[config.mk]
export PLATFORM = sky130hd
export DESIGN_NAME = skinny_input_loader
export DESIGN_NICKNAME = d
export VERILOG_FILES = /design/src/rtl/skinny_input_loader.sv
export SDC_FILE = /design/constraint.sdc
export NUM_CORES = 1
export LEC_CHECK = 0
export CAP_MARGIN = 20
export CELL_PAD_IN_SITES_DETAIL_PLACEMENT = 1
export CELL_PAD_IN_SITES_GLOBAL_PLACEMENT = 1
export CORE_MARGIN = 2
export CORE_UTILIZATION = 35
export DETAILED_ROUTE_END_ITERATION = 8
export PLACE_DENSITY = 0.84
export SYNTH_ARGS = -nofsm -noshare
export SYNTH_HDL_FRONTEND = slang
export SYNTH_SLANG_ARGS = --single-unit
[constraint.sdc]
create_clock -name clock -period 3.2 [get_ports clock]
set_input_delay 0.48 -clock clock [delete_from_list [all_inputs] [get_ports clock]]
set_output_delay 0.48 -clock clock [all_outputs]
set_load 0.1 [all_outputs]
[src/rtl/skinny_input_loader.sv]
// Purpose: byte-serial loader that assembles a Skinny-128-384 block (128b plaintext + 384b tweakey).
// Latency: one beat per cycle; blk_valid rises the cycle after the last beat (48 beats, or 16 when reusing the key).
// Backpressure: block held frozen until blk_ready; beats offered during HOLD are dropped with a protocol_err pulse.
// Optional feature macro: SKINNY_LOADER_REUSE_TK_EN (16-beat blocks that keep the previously loaded tweakey).
module skinny_input_loader #(
    parameter int PT_BYTES = 16,
    parameter int TK_BYTES = 48
) (
    input  logic         clock,
    input  logic         reset,
    input  logic         load,
    input  logic [7:0]   plaintext,
    input  logic [7:0]   tweakey,
    input  logic         reuse_key,
    input  logic         clear,
    output logic         load_ready,
    output logic [5:0]   load_count,
    output logic         blk_valid,
    input  logic         blk_ready,
    output logic [127:0] pt_out,
    output logic [383:0] tk_out,
    output logic         protocol_err
);

    localparam logic [5:0] PT_LAST = 6'(PT_BYTES - 1);
    localparam logic [5:0] TK_LAST = 6'(TK_BYTES - 1);

    typedef enum logic {
        COLLECT = 1'b0,
        HOLD    = 1'b1
    } state_t;

    state_t      state;
    logic        tk_loaded;   // a complete tweakey is present in tk_out
    logic        reuse_blk;   // current block was started in key-reuse mode

    logic [6:0]  pt_base;
    logic [8:0]  tk_base;
    logic        reuse_now;
    logic        is_reuse;
    logic        last_beat;

    assign load_ready = (state == COLLECT);
    assign blk_valid  = (state == HOLD);

    // Byte placement (first byte lands in the MSB) and block-length decode for the current beat
    always_comb begin
        pt_base   = {4'(PT_LAST[3:0] - load_count[3:0]), 3'b000};
        tk_base   = {6'(TK_LAST - load_count), 3'b000};
`ifdef SKINNY_LOADER_REUSE_TK_EN
        reuse_now = reuse_key && tk_loaded;
`else
        reuse_now = 1'b0;
`endif
        // reuse_key only counts on the first beat; later beats follow the latched decision
        is_reuse  = (load_count == 6'd0) ? reuse_now : reuse_blk;
        last_beat = is_reuse ? (load_count == PT_LAST) : (load_count == TK_LAST);
    end

`ifndef SKINNY_LOADER_REUSE_TK_EN
    logic unused_cfg;
    assign unused_cfg = reuse_key ^ tk_loaded;
`endif

    // COLLECT/HOLD state machine with the data registers it fills
    always_ff @(posedge clock) begin
        if (reset) begin
            state        <= COLLECT;
            load_count   <= 6'd0;
            pt_out       <= '0;
            tk_out       <= '0;
            protocol_err <= 1'b0;
            tk_loaded    <= 1'b0;
            reuse_blk    <= 1'b0;
        end else begin
            protocol_err <= 1'b0;
            if (clear) begin
                // abort: data registers are left as-is and simply overwritten by the next load
                state      <= COLLECT;
                load_count <= 6'd0;
                tk_loaded  <= 1'b0;
                reuse_blk  <= 1'b0;
            end else begin
                case (state)
                    COLLECT: begin
                        if (load) begin
                            if (load_count < 6'(PT_BYTES)) begin
                                pt_out[pt_base +: 8] <= plaintext;
                            end
                            if (!is_reuse) begin
                                tk_out[tk_base +: 8] <= tweakey;
                            end
                            if (load_count == 6'd0) begin
                                reuse_blk <= reuse_now;
                            end
                            if (last_beat) begin
                                load_count <= 6'd0;
                                state      <= HOLD;
                                if (!is_reuse) begin
                                    tk_loaded <= 1'b1;
                                end
                            end else begin
                                load_count <= load_count + 6'd1;
                            end
                        end
                    end
                    HOLD: begin
                        if (load) begin
                            protocol_err <= 1'b1;
                        end
                        if (blk_ready) begin
                            state <= COLLECT;
                        end
                    end
                    default: state <= COLLECT;
                endcase
            end
        end
    end

endmodule

Word level (Yosys, flattened, before mapping) --
Cells that the tools add are included.
Storage, ports and cells: register bits 521, output and inout port bits 521, logic and storage cells 37
Operators by class: add/sub/neg operators 5, $lt $le $gt $ge 1, equal/unequal tests 2, shift-type cells 4, muxes and demuxes 10, bitwise logic cells 3, reduce and logical (&&, ||, !) cells 6
Operator list (number):
- $bwmux W384 | 1
- $shift A8 B11 Y384 const A | 1
- $shiftx A8 B11 Y384 | 1
- $bwmux W128 | 1
- $shift A8 B9 Y128 const A | 1
- $shiftx A8 B9 Y128 | 1
- $neg A9 Y11 | 1
- $neg A7 Y9 | 1
- $reduce_and A4 Y1 | 2
- $add A6 B1 Y6 const B | 1
- $eq A6 B4 Y1 const B | 1
- $eq A6 B6 Y1 const B | 1
- $logic_not A6 Y1 | 1
- $lt A6 B5 Y1 const B | 1
- $mux W1 | 6
- $mux W6 | 1
- $sub A6 B6 Y6 const A | 1
- $sub A4 B4 Y4 const A | 1
- $not A1 Y1 | 3
- $reduce_or A3 Y1 | 1
- $pmux W1 S2 | 1
- $reduce_and A2 Y1 | 1
- $reduce_or A2 Y1 | 1

Longest topological paths before layout --
depth after elaboration 6, gate-level depth with buffers 12

Worst setup path before layout --
OpenSTA, ideal clock, no wires.
path type reg2reg, start point register load_count[0], end point register tk_out[227], setup time 0.130 ns, arrival 3.377 ns, setup slack -0.307 ns, stages on the path, launching flop included 12, buffers on the path 4, cell sequence dfxtp_1 > buf_2 > buf_2 > inv_1 > buf_2 > ha_1 > nand2b_1 > a21oi_2 > o2111ai_1 > clkbuf_1 > nand3b_1 > o21ai_0
Between the ends: cells in the longest elaborated chain, start to end 4
RTL lines:
- start: declaration | line 17 | output logic [5:0] load_count,
- start signal: assignment | line 103 | load_count <= load_count + 6'd1;
- $sub A6 B6 Y6 or $logic_not A6 Y1 (tied branches)
- $neg A9 Y11 or $mux W1 (tied branches)
- $shiftx A8 B11 Y384 (tied with other cells) | line 91 | tk_out[tk_base +: 8] <= tweakey;
- $bwmux W384 or $reduce_and A4 Y1 (tied branches)
- end signal: indexed assignment | line 91
- end: declaration | line 21 | output logic [383:0] tk_out,
Several ways; a longest one is shown, not always the timed one. A chain may end at the register's enable or synchronous reset.

Worst setup path in the final report --
start point register load_count[1], end point register tk_out[174]
The elaborated chain is that of the path after synthesis.

==> results.yml <==
outcome:
  status: "finished, final reports clean"
floorplanning:
  dieArea_sq_um: 63260
  fp.dieH_microns: 251.5
  rows: 90
  coreArea_sq_um: 60470
  die_w_microns: 251.5
  design.portCount: 543
  initial_core_util_pct: 35.46
worst_setup_path:
  reg2reg_depth: 6
  critPathArrivalTime_ns: 3.49
  slowest_delay_ns: 0.49
  end_kind: "flip-flop"
  cp_data_required_time_ns: 3.70
  crit_slowest_cell: "nand2b_1"
  worstPathCellList: "ha_1 > buf_4 > nand2b_1 > nand2_1 > nand3_2 > mux2_2"
  path_max_fanout: 13
  start_kind: "flip-flop"
  crit_type: "flip-flop to flip-flop"
timing:
  worst_slew_pin_slew_ns: 1.077
  grt_setup_unrepaired: "false"
  clock_skew_ns: 0.01292
  min_period_over_period_pct: 93.50
  min_period_ns: 2.992
  finalSetupTns_ns: 0
  max_freq_mhz: 334.2
  finalSetupViolations: 0
  hold_ws_ns: 0.3797
  max_slew_margin_pct: 28.13
  maxSlewViolCount: 0
  finalHoldViolCount: 0
final_layout:
  final_util_pct: 48.04
  fill_cells: 6647
  syn2layout_area_growth_pct: 35.48
  seqCellArea_sq_um: 10430
  stdcell_count: 3548
  fin_area_sq_um: 29050
  layout_common_cells: "dfxtp_1 (519), buf_4 (435), mux2i_1 (373)"
  drive_gt1_share_pct: 22.09
  num-nets-final: 2745
  multi_input_comb_area_sq_um: 10300
  final_common_cell: "dfxtp_1"
synth:
  synth_seq_area_share_pct: 48.64
  synth_ff_type: "dfxtp_1"
  syn_area_per_cell_sq_um: 9.836
  ys_seq_elements: 521
  syn_inst: 2180
  yosysUniqueCellTypes: 74
  synth_edf_count: 0
  async_flop_share_pct: 0
  syn-num-nets: 2209
  yosysWarnings: 0
  synth_area_sq_um: 21440
placed_design:
  placement.io_buffers: 541
  placed_area_sq_um: 27130
  gp_congestion: 0.8867
  dp_hpwl_mm: 63.81
  dp.cells: 3439
routing:
  routed_wl_mm: 86.44
  ant_nets: 0
  vias_per_cell: 5.231
  vias: 18560
  wl_per_cell_microns: 24.36
  drtIter0Drc: 1054
  firstDrtPassIters: 5
  drc: 0
power:
  power.density_nw_per_um2: 477.3
  ir_drop_mv: 0.3529
  p_leak_nw: 12.61
clock_network:
  cts.sinks: 521
  clk_path_buf_depth: 3
  numCtsBuffers: 56
  insertion_delay_ns: 0.61
  path_clk_slew_ns: 0.07
  cts_hold_buf: 0
  tritoncts: "done"
  cts_root_buffer: "clkbuf_16"
  htree_num_levels: 2
global_route:
  grt.total_usage_pct: 26.32
  antenna_found_initial: 4
  grt_max_degree: 173
  grt_overflow: 0
  grt_pass1_vias: 19540
  grt_pass1_wl_mm: 126.6
min_path:
  holdCritPathClass: "input pin to flip-flop"
  min_path_cells: 2
run:
  cap_violations: 0
## critical path, delay by kind of cell (launching register included)
family,cells,cell delay (ns)
and+or+nand+nor,3,1.38
buffers and inverters,1,0.28
adders and majority gates,1,0.42
muxes,1,0.38
DFF,1,0.41
## logic make-up (layout without fill, tap and decap cells)
kind of cell	Yosys count	after routing	share of synthesized area, %
adders and majority gates	7	7	0.4084
DFF	521	521	48.64
xor gates and xnor gates	9	9	0.3676
muxes	378	378	17.73
AOI/OAI and AO/OA	227	227	6.628
buffers and inverters	178	760	3.565
and+or+nand+nor	860	860	22.66
other	0	4	0
## final timing paths
kind	startpoint	to	slack, ns
max reg2reg	load_count[1]	tk_out[174]	0.21
min	reset	tk_out[25]	0.38
min reg2reg	pt_out[127]	pt_out[127]	0.46
max	load_count[1]	tk_out[174]	0.21
## layer usage
layer  routed length [microns]  global-route usage (%)  up-vias
met1                     35090                   31.18     9276
met4                      3451                   10.19        0
li1                          -                       -     8488
met3                      5695                   6.438      175
met5                         0                       0        -
met2                     42210                   45.79      620
## Yosys cell counts, types with 12 or more instances
| master | number | area share (%) |
|---|---|---|
| and2_1 | 24 | 0.70 |
| nor2_1 | 143 | 2.5 |
| nand2b_1 | 289 | 8.4 |
| nand3_1 | 79 | 1.8 |
| nand4_1 | 15 | 0.44 |
| inv_1 | 14 | 0.25 |
| o31ai_1 | 12 | 0.42 |
| a21oi_1 | 80 | 1.9 |
| mux2i_1 | 373 | 17 |
| nand3b_1 | 43 | 1.5 |
| buf_2 | 35 | 0.82 |
| dfxtp_1 | 521 | 49 |
| or3_1 | 12 | 0.35 |
| clkbuf_1 | 112 | 2.0 |
| o21ai_0 | 80 | 1.9 |
| nand2_1 | 151 | 2.6 |
| nor2b_1 | 21 | 0.61 |
## through the flow
stage	setup WS, ns	power, mW
4_1_cts	0.08876	13.98
3_5_place_dp	0.07045	7.289
6_report	0.2081	13.87
5_1_grt	0.05782	14.29
3_3_place_gp	0.1520	7.279
2_1_floorplan	0.01635	7.025
## sequential cells by signal, indices dropped and copies added (netlist names)
register and flops:
tk_out 384, blk_valid 1, reuse_blk 1, protocol_err 1, load_count 6, pt_out 128
## area by class of cell
cell class              count  area share, %
multi-input cells        1481          35.46
well taps                 782          3.368
flip-flops and latches    521          35.91
clock inverters            27          1.004
clock buffers              77          5.517
diodes                      4        0.03446
repair buffers            642          18.53
inverters                  14         0.1809
## report_power, final
part           total [mW]  leakage [nW]  internal, mW  switching, mW
combinational       0.642          7.47         0.191          0.451
clock                6.72         0.945          3.92           2.80
sequential           6.50          4.20          6.50        0.00726
## what timing repair did
| action | 4_1_cts | 5_1_grt |
|---|---|---|
| setup endpoints to repair | 0 | 19 |
| buffers inserted | 0 | 0 |
| resized for setup | 0 | 2 |
No activity file was read; power rests on OpenSTA's default activity.
